==> src/rtl/i2c_reg_slave_if.sv <==
// Pad-side I2C signals of i2c_reg_slave: SCL/SDA inputs and the open-drain SDA enable.
// The master modport is the bus/pad model side, the slave modport is the target.
interface i2c_reg_slave_if;
    logic scl;
    logic sda_in;
    logic sda_oe;
    logic sda_out;

    modport master (
        output scl,
        output sda_in,
        input  sda_oe,
        input  sda_out
    );

    modport slave (
        input  scl,
        input  sda_in,
        output sda_oe,
        output sda_out
    );
endinterface

==> src/rtl/i2c_reg_slave.sv <==
// I2C register target: RO bytes sampled from the fabric, RW control bytes held here.
// Optional SCL-low bus timeout is compiled in with `define I2C_SCL_TIMEOUT_EN.
//
// state    | meaning
// ---------+-------------------------------------------------------------
// IDLE     | bus free or not addressed, SDA released
// ADDR     | shifting in the 7-bit address plus R/W bit
// ADDR_ACK | driving ACK for a matching address
// PTR      | shifting in the register pointer
// PTR_ACK  | driving ACK for the pointer byte
// WR_DATA  | shifting in a write data byte
// WR_ACK   | ACK/NACK of a write byte; commit on the closing SCL fall
// TX       | driving a read byte MSB first
// MACK     | released SDA, sampling the master ACK/NACK
module i2c_reg_slave #(
    parameter logic [6:0] I2C_ADDR       = 7'h64,
    parameter int         NUM_RO         = 3,
    parameter int         NUM_RW         = 2,
    parameter logic [7:0] RW_RESET       = 8'h00,
    parameter int         TIMEOUT_CYCLES = 65535
) (
    input  logic                clk,
    input  logic                rst_n,
    i2c_reg_slave_if.slave      bus,
    input  logic [8*NUM_RO-1:0] ro_data,
    output logic [8*NUM_RW-1:0] rw_data,
    output logic                wr_strobe,
    output logic [7:0]          wr_addr,
    output logic                busy,
    output logic                timeout
);

    localparam logic [7:0] RW_BASE   = 8'(NUM_RO);
    localparam logic [7:0] LAST_ADDR = 8'(NUM_RO + NUM_RW - 1);

    typedef enum logic [3:0] {
        IDLE,
        ADDR,
        ADDR_ACK,
        PTR,
        PTR_ACK,
        WR_DATA,
        WR_ACK,
        TX,
        MACK
    } state_t;

    state_t                   state;
    logic [7:0]               shreg;
    logic [7:0]               ptr;
    logic [3:0]               bit_cnt;
    logic                     rd_mode;
    logic                     wr_ok;
    logic                     sda_oe;
    logic [NUM_RW-1:0][7:0]   rw_regs;

    logic [2:0]               scl_sync;
    logic [2:0]               sda_sync;
    logic                     scl_s;
    logic                     sda_s;
    logic                     scl_rise;
    logic                     scl_fall;
    logic                     start_det;
    logic                     stop_det;
    logic                     to_fire;

    logic [7:0]               ptr_inc;
    logic                     ptr_is_rw;
    logic [7:0]               rd_addr;
    logic [7:0]               rd_byte;

    assign bus.sda_oe  = sda_oe;
    assign bus.sda_out = 1'b0;
    assign rw_data     = rw_regs;

    // Two sync flops plus one history flop; reset to the idle-bus level so no
    // phantom edges appear when reset is released.
    always_ff @(posedge clk or negedge rst_n) begin
        if (!rst_n) begin
            scl_sync <= 3'b111;
            sda_sync <= 3'b111;
        end else begin
            scl_sync <= {scl_sync[1:0], bus.scl};
            sda_sync <= {sda_sync[1:0], bus.sda_in};
        end
    end

    assign scl_s     = scl_sync[1];
    assign sda_s     = sda_sync[1];
    assign scl_rise  = scl_sync[1] & ~scl_sync[2];
    assign scl_fall  = ~scl_sync[1] & scl_sync[2];
    assign start_det = ~sda_sync[1] & sda_sync[2] & scl_sync[1] & scl_sync[2];
    assign stop_det  = sda_sync[1] & ~sda_sync[2] & scl_sync[1] & scl_sync[2];

    // Out-of-range pointers step to 0 so a read of 0xFF is followed by address 0.
    assign ptr_inc   = (ptr >= LAST_ADDR) ? 8'd0 : ptr + 8'd1;
    assign ptr_is_rw = (ptr >= RW_BASE) && (ptr <= LAST_ADDR);
    assign rd_addr   = (state == MACK) ? ptr_inc : ptr;

    always_comb begin
        rd_byte = 8'hFF;
        for (int k = 0; k < NUM_RO; k++) begin
            if (rd_addr == 8'(k)) rd_byte = ro_data[8*k +: 8];
        end
        for (int k = 0; k < NUM_RW; k++) begin
            if (rd_addr == RW_BASE + 8'(k)) rd_byte = rw_regs[k];
        end
    end

`ifdef I2C_SCL_TIMEOUT_EN
    logic [31:0] to_cnt;

    assign to_fire = busy && !scl_s && (to_cnt == 32'd1);

    always_ff @(posedge clk or negedge rst_n) begin
        if (!rst_n) begin
            to_cnt  <= 32'(TIMEOUT_CYCLES);
            timeout <= 1'b0;
        end else begin
            timeout <= to_fire;
            if (!busy || scl_s) begin
                to_cnt <= 32'(TIMEOUT_CYCLES);
            end else if (to_cnt != 32'd0) begin
                to_cnt <= to_cnt - 32'd1;
            end
        end
    end
`else
    assign to_fire = 1'b0;
    assign timeout = 1'b0;
`endif

    always_ff @(posedge clk or negedge rst_n) begin
        if (!rst_n) begin
            state     <= IDLE;
            shreg     <= 8'h00;
            ptr       <= 8'h00;
            bit_cnt   <= 4'd0;
            rd_mode   <= 1'b0;
            wr_ok     <= 1'b0;
            sda_oe    <= 1'b0;
            busy      <= 1'b0;
            wr_strobe <= 1'b0;
            wr_addr   <= 8'h00;
            rw_regs   <= {NUM_RW{RW_RESET}};
        end else begin
            wr_strobe <= 1'b0;
            if (start_det) begin
                state   <= ADDR;
                bit_cnt <= 4'd0;
                sda_oe  <= 1'b0;
            end else if (stop_det) begin
                state  <= IDLE;
                sda_oe <= 1'b0;
                busy   <= 1'b0;
            end else if (to_fire) begin
                state  <= IDLE;
                sda_oe <= 1'b0;
                busy   <= 1'b0;
            end else begin
                case (state)
                    IDLE: begin
                        sda_oe <= 1'b0;
                        busy   <= 1'b0;
                    end
                    ADDR, PTR, WR_DATA: begin
                        if (scl_rise && bit_cnt != 4'd8) begin
                            shreg   <= {shreg[6:0], sda_s};
                            bit_cnt <= bit_cnt + 4'd1;
                        end else if (scl_fall && bit_cnt == 4'd8) begin
                            bit_cnt <= 4'd0;
                            if (state == ADDR) begin
                                if (shreg[7:1] == I2C_ADDR) begin
                                    state   <= ADDR_ACK;
                                    rd_mode <= shreg[0];
                                    busy    <= 1'b1;
                                    sda_oe  <= 1'b1;
                                end else begin
                                    state <= IDLE;
                                    busy  <= 1'b0;
                                end
                            end else if (state == PTR) begin
                                ptr    <= shreg;
                                state  <= PTR_ACK;
                                sda_oe <= 1'b1;
                            end else begin
                                wr_ok  <= ptr_is_rw;
                                sda_oe <= ptr_is_rw;
                                state  <= WR_ACK;
                            end
                        end
                    end
                    ADDR_ACK: begin
                        if (scl_fall) begin
                            bit_cnt <= 4'd0;
                            if (rd_mode) begin
                                shreg  <= rd_byte;
                                sda_oe <= ~rd_byte[7];
                                state  <= TX;
                            end else begin
                                sda_oe <= 1'b0;
                                state  <= PTR;
                            end
                        end
                    end
                    PTR_ACK: begin
                        if (scl_fall) begin
                            sda_oe  <= 1'b0;
                            bit_cnt <= 4'd0;
                            state   <= WR_DATA;
                        end
                    end
                    WR_ACK: begin
                        if (scl_fall) begin
                            sda_oe  <= 1'b0;
                            bit_cnt <= 4'd0;
                            state   <= WR_DATA;
                            if (wr_ok) begin
                                for (int k = 0; k < NUM_RW; k++) begin
                                    if (ptr == RW_BASE + 8'(k)) rw_regs[k] <= shreg;
                                end
                                wr_strobe <= 1'b1;
                                wr_addr   <= ptr;
                                ptr       <= ptr_inc;
                            end
                        end
                    end
                    TX: begin
                        if (scl_fall) begin
                            if (bit_cnt == 4'd7) begin
                                sda_oe  <= 1'b0;
                                bit_cnt <= 4'd0;
                                state   <= MACK;
                            end else begin
                                shreg   <= {shreg[6:0], 1'b0};
                                sda_oe  <= ~shreg[6];
                                bit_cnt <= bit_cnt + 4'd1;
                            end
                        end
                    end
                    MACK: begin
                        // bit_cnt doubles as the "master acknowledged" flag here.
                        if (scl_rise) begin
                            if (sda_s) begin
                                ptr   <= ptr_inc;
                                state <= IDLE;
                                busy  <= 1'b0;
                            end else begin
                                bit_cnt <= 4'd1;
                            end
                        end else if (scl_fall && bit_cnt == 4'd1) begin
                            ptr     <= ptr_inc;
                            shreg   <= rd_byte;
                            sda_oe  <= ~rd_byte[7];
                            bit_cnt <= 4'd0;
                            state   <= TX;
                        end
                    end
                    default: begin
                        state  <= IDLE;
                        sda_oe <= 1'b0;
                    end
                endcase
            end
        end
    end

endmodule

==> src/flat_wrapper.sv <==
// flat-port wrapper written by rule: the top's interface ports become plain ports
module i2c_reg_slave_flat 
#(
    parameter logic [6:0] I2C_ADDR       = 7'h64,
    parameter int         NUM_RO         = 3,
    parameter int         NUM_RW         = 2,
    parameter logic [7:0] RW_RESET       = 8'h00,
    parameter int         TIMEOUT_CYCLES = 65535
)
  (clk, rst_n, ro_data, rw_data, wr_strobe, wr_addr, busy, timeout, bus_scl, bus_sda_in, bus_sda_oe, bus_sda_out);
  i2c_reg_slave_if bus_i ();
  input  logic clk;
  input  logic rst_n;
  input  logic [8*NUM_RO-1:0] ro_data;
  output logic [8*NUM_RW-1:0] rw_data;
  output logic wr_strobe;
  output logic [7:0] wr_addr;
  output logic busy;
  output logic timeout;
  input wire logic [$bits(bus_i.scl)-1:0] bus_scl;
  input wire logic [$bits(bus_i.sda_in)-1:0] bus_sda_in;
  output wire logic [$bits(bus_i.sda_oe)-1:0] bus_sda_oe;
  output wire logic [$bits(bus_i.sda_out)-1:0] bus_sda_out;
  assign bus_i.scl = bus_scl;
  assign bus_i.sda_in = bus_sda_in;
  assign bus_sda_oe = bus_i.sda_oe;
  assign bus_sda_out = bus_i.sda_out;
  i2c_reg_slave #(.I2C_ADDR(I2C_ADDR), .NUM_RO(NUM_RO), .NUM_RW(NUM_RW), .RW_RESET(RW_RESET), .TIMEOUT_CYCLES(TIMEOUT_CYCLES)) u_core (.clk(clk), .rst_n(rst_n), .bus(bus_i), .ro_data(ro_data), .rw_data(rw_data), .wr_strobe(wr_strobe), .wr_addr(wr_addr), .busy(busy), .timeout(timeout));
endmodule
==> config.mk <==
export PLATFORM = sky130hd
export DESIGN_NAME = i2c_reg_slave_flat
export DESIGN_NICKNAME = d
export VERILOG_FILES = /design/src/rtl/i2c_reg_slave_if.sv /design/src/rtl/i2c_reg_slave.sv /design/src/flat_wrapper.sv
export SDC_FILE = /design/constraint.sdc
export NUM_CORES = 1
export LEC_CHECK = 0
export CORE_UTILIZATION = 25
export DETAILED_ROUTE_END_ITERATION = 6
export PLACE_DENSITY = 0.42
export SETUP_SLACK_MARGIN = 0.02
export SLEW_MARGIN = 20
export SYNTH_ARGS = -nofsm -noshare
export SYNTH_HDL_FRONTEND = slang
export SYNTH_SLANG_ARGS = --single-unit
==> constraint.sdc <==
create_clock -name clk -period 3.7 [get_ports clk]
set_clock_uncertainty 0.15 [all_clocks]
set_input_delay 0.37 -clock clk [delete_from_list [all_inputs] [get_ports clk]]
set_output_delay 0.37 -clock clk [all_outputs]
set_load 0.02 [all_outputs]
### Word level (Yosys, flattened, before mapping)

Index checks and enable logic that the tools add are counted.

| storage, ports and cells | value |
|---|---|
| bits in registers | 59 |
| latch bits | 0 |
| bits in writable memories | 0 |
| bits in read-only memories | 0 |
| input port bits | 28 |
| output and inout bits | 29 |
| logic and storage cells | 199 |
| memories kept | 0 |

| operators by class | value |
|---|---|
| add/subtract/negate cells | 2 |
| multiply operators | 0 |
| div/mod/pow operators | 0 |
| order comparisons | 3 |
| equal/unequal tests | 57 |
| shift operators | 0 |
| multiplexer cells | 80 |
| bitwise gates (word level) | 19 |
| reduce and logical (&&, ||, !) cells | 24 |

Operators by type and width:

| kind | count |
|---|---|
| $mux 8 | 23 |
| $mux 4 | 22 |
| $pmux 8 s4 | 1 |
| $reduce_and 7->1 | 4 |
| $mux 1 | 26 |
| $eq 8x2->1 const B | 3 |
| $ne 4x1->1 const B | 6 |
| $pmux 4 s6 | 1 |
| $pmux 8 s3 | 1 |
| $ne 3x1->1 const B | 7 |
| $eq 4x3->1 const B | 5 |
| $ne 2x1->1 const B | 9 |
| $eq 8x3->1 const B | 2 |
| $pmux 4 s4 | 1 |
| $ne 4x2->1 const B | 3 |
| $ne 4x4->1 const B | 3 |
| $reduce_and 6->1 | 2 |
| $not 1->1 | 11 |
| $reduce_and 11->1 | 1 |
| $ne 2x2->1 const B | 5 |
| $reduce_and 10->1 | 1 |
| $ne 3x2->1 const B | 3 |
| $reduce_and 9->1 | 1 |
| $add 8x1->8 const B | 1 |
| other kinds (27) | 43 |

### Logic depth before layout (Yosys ltp)

Gate-level depths: netlist of run 1.

| depth | value |
|---|---|
| depth after elaboration | 15 |
| mapped depth | 10 |
| depth with buffers taken out | 8 |

### Worst setup path before layout of run 1

Ideal clock, no wire load.

| timing path | value |
|---|---|
| path type | register -> register |
| start | register u_core.bit_cnt[1] |
| end | register u_core.ptr[0] |
| arrival | 2.325 ns |
| slack | 1.100 ns |
| stages on the path, launching flop included | 9 |
| path buffers | 0 |
| cell sequence | dfrtp_1 inv_1 ha_1 or3b_2 o21a_1 a21oi_1 o311ai_1 nor2_1 mux2_2 |

| between the ends | value |
|---|---|
| cells in the longest elaborated chain, start to end | 4 |

Ends and longest elaborated chain:

| what | line | text |
|---|---|---|
| start: declaration | i2c_reg_slave.sv:51 | `logic [3:0] bit_cnt;` |
| start signal: assignment | i2c_reg_slave.sv:169 | `bit_cnt <= bit_cnt + 4'd1;` |
| start signal: assignment | i2c_reg_slave.sv:237 | `bit_cnt <= bit_cnt + 4'd1;` |
| $eq 4x1->1, or another cell as far along | i2c_reg_slave.sv:251 | `end else if (scl_fall && bit_cnt == 4'd1) begin` |
| $logic_and 1x1->1, on equally long branches | i2c_reg_slave.sv:251, i2c_reg_slave.sv:167, i2c_reg_slave.sv:170 |  |
| $ne 3x2->1 (no line), or another cell as far along | n/a |  |
| $reduce_and 11->1 (no line) (*) | n/a |  |
| end signal: assignment | i2c_reg_slave.sv:224 | `ptr <= ptr_inc;` |
| end signal: assignment | i2c_reg_slave.sv:245 | `ptr <= ptr_inc;` |
| end signal: assignment | i2c_reg_slave.sv:252 | `ptr <= ptr_inc;` |
| end: declaration | i2c_reg_slave.sv:50 | `logic [7:0] ptr;` |

Every way passes the cells marked *; elsewhere a longest branch is shown, timed or not.
A chain may end at the register's enable or synchronous reset.

### Worst setup path after layout of run 1

| timing path | value |
|---|---|
| start | register u_core.state[1] |
| end | register u_core.rw_regs (netlist bit u_core.rw_data[10]) |

| between the ends | value |
|---|---|
| cells in the longest elaborated chain, start to end | 2 |

Ends and longest elaborated chain:

| what | line | text |
|---|---|---|
| start: declaration | i2c_reg_slave.sv:48 | `state_t state;` |
| start signal: assignment | i2c_reg_slave.sv:135 | `state <= IDLE;` |
| start signal: assignment | i2c_reg_slave.sv:149 | `state <= ADDR;` |
| start signal: assignment | i2c_reg_slave.sv:153 | `state <= IDLE;` |
| $eq 4x3->1 | i2c_reg_slave.sv:161 | `case (state)` |
| $reduce_and 6->1 (no line) | n/a |  |
| end signal: assignment | i2c_reg_slave.sv:145 | `rw_regs <= {NUM_RW{RW_RESET}};` |
| end signal: indexed assignment | i2c_reg_slave.sv:220 | `if (ptr == RW_BASE + 8'(k)) rw_regs[k] <= shreg;` |
| end: declaration | i2c_reg_slave.sv:55 | `logic [NUM_RW-1:0][7:0] rw_regs;` |

No other way between the ends.

==> summary.txt, run 1 <==
Worst setup path
  • WP data required: approximately 3.8 ns
  • Critical setup path kind: reg2reg
  • Worst Setup End Kind: flip-flop
  • Reg2reg path depth: 7
  • CP top delay family: simple AND/OR/NAND/NOR gates
  • Reg2reg start: u_core.state[1]
  • Max Fanout on Critical Path: 22
  • R2r endpoint: u_core.rw_data[10]
  • WP buf/inv: 1
  • Critical Path Start Type: flip-flop
  • Crit-path cells: nand2_1 > nor2_1 > and3_1 > nand2b_1 > inv_1 > nand4_1 > mux2_2
  • Crit path depth: 7
  • Flop-to-flop setup slack: 0.49 ns
  • Crit path DAT: 3.29 ns
  • CP peak stage delay: 0.77 ns
  • End of the critical path: u_core.rw_data[10]
  • Worst path slowest cell: dfrtp_1
  • CP Launch Point: u_core.state[1]

Timing
  • Fin Setup TNS: 0 ns
  • Final Setup Violations: 0
  • RSZ-0062 raised after global routing: false
  • Slew headroom: 33.8%
  • Min cycle time layout: around 3.2 ns
  • FMAX: approximately 310 MHz
  • Final hold violations: 0
  • Slew @ Worst Pin: 0.977 ns
  • Fin. max-slew vios: 0
  • Crit share post-route: between 80% and 90%

Layout
  • Layout cell share with drive strength beyond 1: between 10% and 20%
  • Area grow syn2layout: 29.0%
  • Most frequent cells in the layout: clkdlybuf4s50_1 (53), dfrtp_1 (53), nand2_1 (43), nor2_1 (32), nor3_1 (26)
  • Sequential standard cell area: 1480 um2
  • Post-route design area: 4620 um2
  • Nets@finish: approximately 480
  • Diode count: 0
  • Filler Cell Count: 1,400
  • Area used by multi-input combinational logic: between 1500 and 2000 um2

Yosys
  • Top cell type's share of synthesized area: 37.1%
  • Cells after Synth: 390
  • Leading area contributor after synthesis: dfrtp_1
  • Async SR Flop Fraction: 100%
  • Avg Inst Size Synth: roughly 9 um2
  • Synth warnings: 0
  • Synth Flop Type: dfrtp_1
  • Synth area leaders: dfrtp_1 (37%), mux2_2 (6.9%), nand2_1 (4.5%)
  • Cell variety after synth: 64
  • Sequential-to-total area share from yosys stat: between 40% and 50%
  • Post-synth EDFFs: 0
  • Mapped Area: 3580 um2
  • #FFs+latches synth: 59

Min path
  • Hold Crit Class: reg2reg

Clocking
  • CTS tree: yes
  • Worst-path clk slew: 0.05 ns
  • Clock latency on the worst-skew pair: around 0.34 ns
  • H-tree Lvls: 3
  • Post-CTS sizing: 0
  • # clock sinks: 59
  • Inserted Clock Buffers: 9
  • Max Buffers Root-to-Sink: 2
  • Root buf cell: clkbuf_16

Floorplan
  • Initial Util: 25.7%
  • Top Ports: 57
  • Core ar.: 13,900 um2
  • Die Y: ~120 um
  • FP Rows: 43
  • DIE WIDTH: 122 um
  • DIE AREA: between 10,000 and 15,000 um2

Drt
  • First-pass iteration count of the detailed router: 4
  • Initial DRC count: 224
  • Routed WL: 10,900 um
  • Routed Antenna Nets: 0
  • Via density: 5.16
  • DR DRC count: 0
  • Via Count: 3,252
  • Routed len/inst: 17.2 um

Global route
  • Most used routing layer: met2
  • Pin count of the biggest net entering global routing: 34
  • Total Routing Usage GR: 15.4%
  • Global Route met1 Usage: 21.4%
  • Overflow after GRT: 0
  • Initial antenna violation count: 0
  • M2 GR Usage: 22.7%
  • First-pass GRT wire length: 17,200 um
  • Vias in the first global route: around 3,100
  • GR Layer Usage met3: 4.03%

Power
  • PwrDens: between 500 and 600 nW/um2
  • Pleak: 1.94 nW
  • Max IR drop VDD: roughly 0.00022 V

Placed design
  • Final RePlAce weighted congestion: 0.854
  • Hpwl dp: 7820 um
  • Port Buffers: 54
  • Post-placement cell area: approximately 4300 um2

Run
  • Max Cap Viol: 0

Run status
  • Status: complete, no violations
[logic make-up after synthesis]
group | count (synthesis) | synth area share [%]
fa+ha+maj | 5 | 1.75
simple gates | 157 | 22.6
mux | 26 | 8.18
buf+inv | 38 | 4.86
xor+xnor | 2 | 0.490
other cells | 1 | 0.105
compound gates | 102 | 20.6
flops | 59 | 41.5
[synthesized netlist by cell type (4+ instances only)]
| master | number |
|---|---|
| inv_1 | 14 |
| nor2b_1 | 10 |
| dfrtp_1 | 53 |
| nor4_1 | 4 |
| a21oi_1 | 10 |
| ha_1 | 5 |
| nand3b_1 | 4 |
| nor2_1 | 32 |
| a221o_1 | 9 |
| mux2_2 | 22 |
| a221oi_1 | 8 |
| o31ai_1 | 5 |
| nand2b_1 | 7 |
| o21ai_0 | 20 |
| o21a_1 | 5 |
| dfstp_2 | 6 |
| nor3_1 | 26 |
| nand3_1 | 8 |
| o22ai_1 | 12 |
| nand2_1 | 43 |
| clkbuf_1 | 15 |
[how the worst min path moves through the flow]
| stage | start | endpoint | cells past startpoint |
|---|---|---|---|
| after CTS | u_core.scl_sync[0] | u_core.scl_sync[1] | 0 |
| after global routing | u_core.scl_sync[0] | u_core.scl_sync[1] | 0 |
| final | u_core.scl_sync[0] | u_core.scl_sync[1] | 0 |
| after detailed placement | u_core.scl_sync[0] | u_core.scl_sync[1] | 0 |
| after global placement | u_core.sda_sync[0] | u_core.sda_sync[1] | 0 |
| after floorplan | rst_n | u_core.bit_cnt[0] | 0 |
[what timing repair did]
| item | 4_1_cts | 5_1_grt |
|---|---|---|
| endpoints found under the hold margin | 26 | 0 |
| hold buffers | 1 | 0 |
| buffers inserted | 0 | 0 |
[report_power, final]
part | internal (mW) | total (mW) | switching, mW
registers | 0.743 | 0.920 | 0.176
logic | 0.411 | 0.948 | 0.537
clock network | 0.535 | 0.839 | 0.304
total | 1.69 | 2.71 | 1.02
[sequential cells by signal (all words and copies together), names as in the netlist, 3 cells and up]
name,cells
u_core.scl_sync,3
u_core.wr_addr,8
u_core.ptr,8
u_core.state,4
u_core.shreg,8
u_core.rw_data,16
u_core.sda_sync,3
u_core.bit_cnt,4
[metal layers]
layer / wire (um) / vias up
li1: - / 1562
met1: 5290 / 1587
met2: 4830 / 85
met3: 528 / 18
met4: 206 / 0
met5: 0 / -
[cell type report]
cell class | instances | area share (%)
Multi-Input combinational cell | 294 | 41.7
Tap cell | 180 | 4.88
Inverter | 14 | 1.14
Clock inverter | 5 | 1.14
Clock buffer | 11 | 5.26
Timing Repair Buffer | 67 | 13.8
Sequential cell | 59 | 32.1
[through the flow]
stage	power (mW)	cells	hold slack [ns]	util, %	worst slack [ns]
2_1_floorplan	1.54	391	-0.0756	-	1.10
3_3_place_gp	1.88	613	0.197	30.9	0.515
3_5_place_dp	1.87	613	0.197	30.9	0.571
4_1_cts	2.73	630	0.204	33.1	0.562
5_1_grt	2.88	630	0.211	33.1	0.307
6_report	2.71	630	0.204	33.1	0.486
No activity file was read; power rests on OpenSTA's default activity.
==> run 2: changes to the inputs <==
Settings changed: CAP_MARGIN set to 25, CORE_MARGIN set to 8.
==> summary.txt, run 2 (synthesis results as in run 1) <==
Layout
  • Diode count: 0 (unchanged)
  • Most frequent cells in the layout: clkdlybuf4s50_1 (53), dfrtp_1 (53), nand2_1 (43), nor2_1 (32), nor3_1 (26) (unchanged)
  • Max reg flops: 16 (unchanged)
  • Nets@finish: 479 (was 478)
  • Fin util: 33.5% (was 33.1%)
  • Area grow syn2layout: 30.5% (was 29.0%)
  • Layout cell share with drive strength beyond 1: 14.6% (was 14.2%)

Worst setup path
  • CP Launch Point: u_core.state[1] (unchanged)
  • WP buf/inv: 1 (unchanged)
  • Worst path slowest cell: dfrtp_1 (unchanged)
  • Crit-path cells: nand2_1 > nor2_1 > and3_1 > nand2b_1 > inv_1 > nand4_1 > mux2_2 (unchanged)
  • Reg2reg start: u_core.state[1] (unchanged)
  • Crit path DAT: 3.22 ns (was 3.29 ns)
  • Worst Setup End Kind: flip-flop (unchanged)
  • Critical setup path kind: reg2reg (unchanged)
  • WP data required: 3.77 ns (about the same)
  • Critical Path Start Type: flip-flop (unchanged)
  • CP peak stage delay: 0.78 ns (was 0.77 ns)
  • R2r endpoint: u_core.rw_data[13] (was u_core.rw_data[10])
  • Max Fanout on Critical Path: 22 (unchanged)
  • Flop-to-flop setup slack: 0.55 ns (was 0.49 ns)
  • CP top delay family: simple AND/OR/NAND/NOR gates (unchanged)
  • Reg2reg path depth: 7 (unchanged)

Timing
  • Min cycle time layout: 3.15 ns (was 3.21 ns)
  • FMAX: 318 MHz (was 311 MHz)
  • Fin. max-slew vios: 0 (unchanged)
  • Crit share post-route: 85.1% (was 86.9%)
  • Worst Setup Slack, final: 0.552 ns (was 0.486 ns)
  • RSZ-0062 raised after global routing: false (unchanged)
  • Hold slack: 0.204 ns (about the same)
  • Fin Setup TNS: 0 ns (unchanged)
  • Slew headroom: 50.1% (was 33.8%)
  • Final hold violations: 0 (unchanged)
  • Slew @ Worst Pin: 0.748 ns (was 0.977 ns)
  • Final Setup Violations: 0 (unchanged)

Power
  • Pleak: 1.96 nW (was 1.94 nW)
  • Switching part of the total: 36.8% (was 37.6%)
  • Sw Pwr: 1.02 mW (about the same)
  • Max IR drop VDD: 0.000231 V (was 0.000221 V)
  • Clk pwr share: 33.4% (was 31.0%)
  • Comb power frac: 33.6% (was 35.0%)
  • Internal: 1.76 mW (was 1.69 mW)
  • Seq pwr share: 33.0% (was 34.0%)
  • PwrDens: 595 nW/um2 (was 586 nW/um2)

Global route
  • Pin count of the biggest net entering global routing: 31 (was 34)
  • Total Routing Usage GR: 13.1% (was 15.4%)
  • Overflow after GRT: 0 (unchanged)
  • Vias in the first global route: 3,337 (was 3,120)
  • Initial antenna violation count: 0 (unchanged)
  • First-pass GRT wire length: 18,800 um (was 17,200 um)

Drt
  • Routed len/inst: 18.3 um (was 17.2 um)
  • Via Count: 3,263 (was 3,252)
  • Routed Antenna Nets: 0 (unchanged)
  • Initial DRC count: 262 (was 224)
  • Routed WL: 11,500 um (was 10,900 um)
  • DR DRC count: 0 (unchanged)
  • First-pass iteration count of the detailed router: 4 (unchanged)
  • Via density: 5.17 (was 5.16)

Run status
  • Status: complete, no violations (unchanged)

Clocking
  • Max Buffers Root-to-Sink: 2 (unchanged)
  • Clock latency on the worst-skew pair: 0.34 ns (about the same)
  • H-tree Lvls: 3 (unchanged)
  • Setup Fix Bufs, Post-CTS: 0 (unchanged)
  • Post-CTS sizing: 0 (unchanged)
  • Inserted Clock Buffers: 9 (unchanged)
  • Worst-path clk slew: 0.05 ns (about the same)
  • # clock sinks: 59 (unchanged)
  • Root buf cell: clkbuf_16 (unchanged)
  • CTS tree: yes (unchanged)

Min path
  • WHS Endpoint: u_core.sda_sync[1] (was u_core.scl_sync[1])
  • Worst Hold Depth: 0 (unchanged)
  • Hold path start: u_core.sda_sync[0] (was u_core.scl_sync[0])
  • Hold Crit Class: reg2reg (unchanged)

Run
  • Max Cap Viol: 0 (unchanged)

Floorplan
  • Core ar.: 13,900 um2 (unchanged)
  • Top Ports: 57 (unchanged)
  • FP Rows: 43 (unchanged)
  • Initial Util: 25.7% (unchanged)
  • DIE WIDTH: 136 um (was 122 um)
  • Die Y: 136 um (was 122 um)
  • DIE AREA: 18,400 um2 (was 14,800 um2)

Placed design
  • Final RePlAce weighted congestion: 0.879 (was 0.854)
  • Place WS: 0.534 ns (was 0.571 ns)
  • Port Buffers: 54 (unchanged)
  • Hpwl dp: 8530 um (was 7820 um)
==> run 2: cell types whose count changed in the layout (fill, tap and decap cells not counted), sizes merged <==
cell	before	now
buf	13	14
bufinv	1	2
clkbuf	11	10
clkinv	3	2
clkinvlp	1	2
==> run 2: power by group through the flow <==
stage                     clock network [mW]  registers (mW)  logic [mW]
after floorplan                            0           0.838       0.703
after global placement                     0           0.928       0.928
after detailed placement                   0           0.923       0.931
after CTS                              0.950           0.912       0.936
after global routing                   0.979           0.938        1.03
final                                  0.929           0.915       0.933
==> run 2: through the flow <==
stage	power, mW	cells	instance area, um2
after floorplan	1.54	391	3580
after global placement	1.86	613	4310
after detailed placement	1.85	614	4330
after CTS	2.80	631	4670
after global routing	2.95	631	4670
final	2.78	631	4670
==> run 2: timing repair <==
item,4_1_cts,5_1_grt
endpoints found under the hold margin,12,0
hold buffers,1,0
endpoints found under the setup margin,0,0
==> run 2: area by class of cell <==
class	count	area [um2]
clock inverters	6	88.8
repair buffers	68	656
flip-flops and latches	59	1480
clock buffers	10	239
inverters	14	52.6
fillers	1438	9270
multi-input cells	294	1920
well taps	180	225
==> run 2: per-layer routing <==
layer  track usage, %  up-vias  share of wire [%]
met1             17.9     1607                 47
li1                 -     1563                  -
met5                0        -                  0
met2             19.2       83                 45
met3             2.74       10                5.8
met4             6.29        0                1.7
==> run 2: how the worst max path moves through the flow <==
stage                              end  slack [ns]  depth (start not counted)
finish              u_core.rw_data[13]        0.55                          7
global route        u_core.rw_data[10]        0.30                          7
CTS                 u_core.rw_data[13]        0.53                          7
detailed placement  u_core.rw_data[12]        0.53                          7
global placement    u_core.rw_data[11]        0.54                          7
floorplan                u_core.ptr[0]        1.10                          8
==> run 3: changes to the inputs <==
Settings changed: CAP_MARGIN 25 to not set, SKIP_LAST_GASP set to 1.
==> summary.txt, run 3 (synthesis results as in run 1) <==
Run status
  • Status: complete, no violations (unchanged)

Power
  • Seq pwr share: 33.9% (was 33.0%)
  • Switching part of the total: 37.4% (was 36.8%)
  • Max IR drop VDD: 0.000249 V (was 0.000231 V)
  • Internal: 1.69 mW (was 1.76 mW)
  • PwrDens: 583 nW/um2 (was 595 nW/um2)
  • Pleak: 1.94 nW (was 1.96 nW)
  • Clk pwr share: 31.7% (was 33.4%)
  • Power Total: 2.69 mW (was 2.78 mW)
  • Comb power frac: 34.4% (was 33.6%)
  • Sw Pwr: 1.01 mW (was 1.02 mW)

Drt
  • Routed len/inst: 18.2 um (was 18.3 um)
  • Routed WL: 11,500 um (about the same)
  • Via density: 5.20 (was 5.17)
  • Initial DRC count: 299 (was 262)
  • First-pass iteration count of the detailed router: 4 (unchanged)
  • DR DRC count: 0 (unchanged)
  • Via Count: 3,277 (was 3,263)
  • Routed Antenna Nets: 0 (unchanged)

Worst setup path
  • CP top delay family: simple AND/OR/NAND/NOR gates (unchanged)
  • CP peak stage delay: 0.79 ns (was 0.78 ns)
  • WP data required: 3.77 ns (about the same)
  • Critical Path Start Type: flip-flop (unchanged)
  • Worst Setup End Kind: flip-flop (unchanged)
  • WP buf/inv: 1 (unchanged)
  • Crit-path cells: nand2_1 > nor2_1 > and3_1 > nand2b_1 > inv_1 > nand4_1 > mux2_2 (unchanged)
  • Max Fanout on Critical Path: 22 (unchanged)
  • Crit path DAT: 3.27 ns (was 3.22 ns)
  • Worst path slowest cell: dfrtp_1 (unchanged)
  • Critical setup path kind: reg2reg (unchanged)

Timing
  • Min cycle time layout: 3.21 ns (was 3.15 ns)
  • Final hold violations: 0 (unchanged)
  • Slew @ Worst Pin: 0.781 ns (was 0.748 ns)
  • FMAX: 312 MHz (was 318 MHz)
  • Worst Setup Slack, final: 0.494 ns (was 0.552 ns)
  • Fin Setup TNS: 0 ns (unchanged)
  • Fin. max-slew vios: 0 (unchanged)
  • RSZ-0062 raised after global routing: false (unchanged)
  • Final Setup Violations: 0 (unchanged)
  • Crit share post-route: 86.6% (was 85.1%)
  • Hold slack: 0.204 ns (about the same)
  • Slew headroom: 47.9% (was 50.1%)

Clocking
  • Max Buffers Root-to-Sink: 2 (unchanged)
  • Root buf cell: clkbuf_16 (unchanged)
  • Setup Fix Bufs, Post-CTS: 0 (unchanged)
  • # clock sinks: 59 (unchanged)
  • CTS tree: yes (unchanged)
  • Inserted Clock Buffers: 9 (unchanged)
  • Post-CTS Hold Buffers: 0 (was 1)
  • Post-CTS sizing: 0 (unchanged)
  • Clock latency on the worst-skew pair: 0.33 ns (was 0.34 ns)
  • H-tree Lvls: 3 (unchanged)
  • Worst-path clk slew: 0.06 ns (was 0.05 ns)

Placed design
  • Port Buffers: 54 (unchanged)
  • Place WS: 0.553 ns (was 0.534 ns)
  • Final RePlAce weighted congestion: 0.879 (unchanged)
  • Post-placement cell area: 4310 um2 (was 4330 um2)
  • Dpl cells: 613 (was 614)
  • Hpwl dp: 8430 um (was 8530 um)

Floorplan
  • Initial Util: 25.7% (unchanged)
  • DIE AREA: 18,400 um2 (unchanged)
  • Core ar.: 13,900 um2 (unchanged)
  • Die Y: 136 um (unchanged)
  • DIE WIDTH: 136 um (unchanged)
  • Top Ports: 57 (unchanged)
  • FP Rows: 43 (unchanged)

Global route
  • Initial antenna violation count: 0 (unchanged)
  • Overflow after GRT: 0 (unchanged)
  • Total Routing Usage GR: 13.0% (was 13.1%)
  • Vias in the first global route: 3,263 (was 3,337)
  • First-pass GRT wire length: 18,600 um (was 18,800 um)
  • Pin count of the biggest net entering global routing: 47 (was 31)

Layout
  • Max reg flops: 16 (unchanged)
  • Layout cell share with drive strength beyond 1: 14.4% (was 14.6%)
  • Diode count: 0 (unchanged)
  • Post-route design area: 4630 um2 (was 4670 um2)
  • Filler Cell Count: 1,420 (was 1,438)
  • Fin util: 33.2% (was 33.5%)
  • Most frequent cells in the layout: clkdlybuf4s50_1 (53), dfrtp_1 (53), nand2_1 (43), nor2_1 (32), nor3_1 (26) (unchanged)
  • Non-Filler Instances: 630 (was 631)
  • Nets@finish: 478 (was 479)
  • Area grow syn2layout: 29.3% (was 30.5%)

Run
  • Max Cap Viol: 0 (unchanged)

Min path
  • Hold Crit Class: reg2reg (unchanged)
## run 3: path summary, 6_finish.rpt
kind                                    start                  to  slack [ns]  cells past startpoint
max                           u_core.state[1]  u_core.rw_data[14]        0.49                      7
min in group asynchronous               rst_n         u_core.busy        0.44                      2
max in group asynchronous               rst_n  u_core.scl_sync[2]        2.22                      3
min reg2reg                u_core.scl_sync[0]  u_core.scl_sync[1]        0.20                      0
min                        u_core.scl_sync[0]  u_core.scl_sync[1]        0.20                      0
max reg2reg                   u_core.state[1]  u_core.rw_data[14]        0.49                      7
## run 3: final cells by class
class | instances | area [um2] | share of cell area [%]
Timing Repair Buffer | 67 | 638 | 13.8
Inverter | 14 | 52.6 | 1.14
Clock inverter | 6 | 63.8 | 1.38
Sequential cell | 59 | 1480 | 32.1
Tap cell | 180 | 225 | 4.87
Multi-Input combinational cell | 294 | 1920 | 41.6
Clock buffer | 10 | 239 | 5.17
## run 3: power groups by stage
stage,clock network [mW],registers (mW),logic [mW]
floorplan,0,0.838,0.703
global placement,0,0.928,0.928
global route,0.906,0.939,1.03
CTS,0.880,0.913,0.929
finish,0.854,0.914,0.926
detailed placement,0,0.924,0.925
## run 3: metal layers
metal / GRT usage (%) / vias to the layer above / wire length, um
met5: 0 / - / 0
met4: 5.74 / 0 / 158
met3: 2.78 / 9 / 703
met2: 18.9 / 112 / 5140
met1: 18.0 / 1588 / 5460
li1: - / 1568 / -
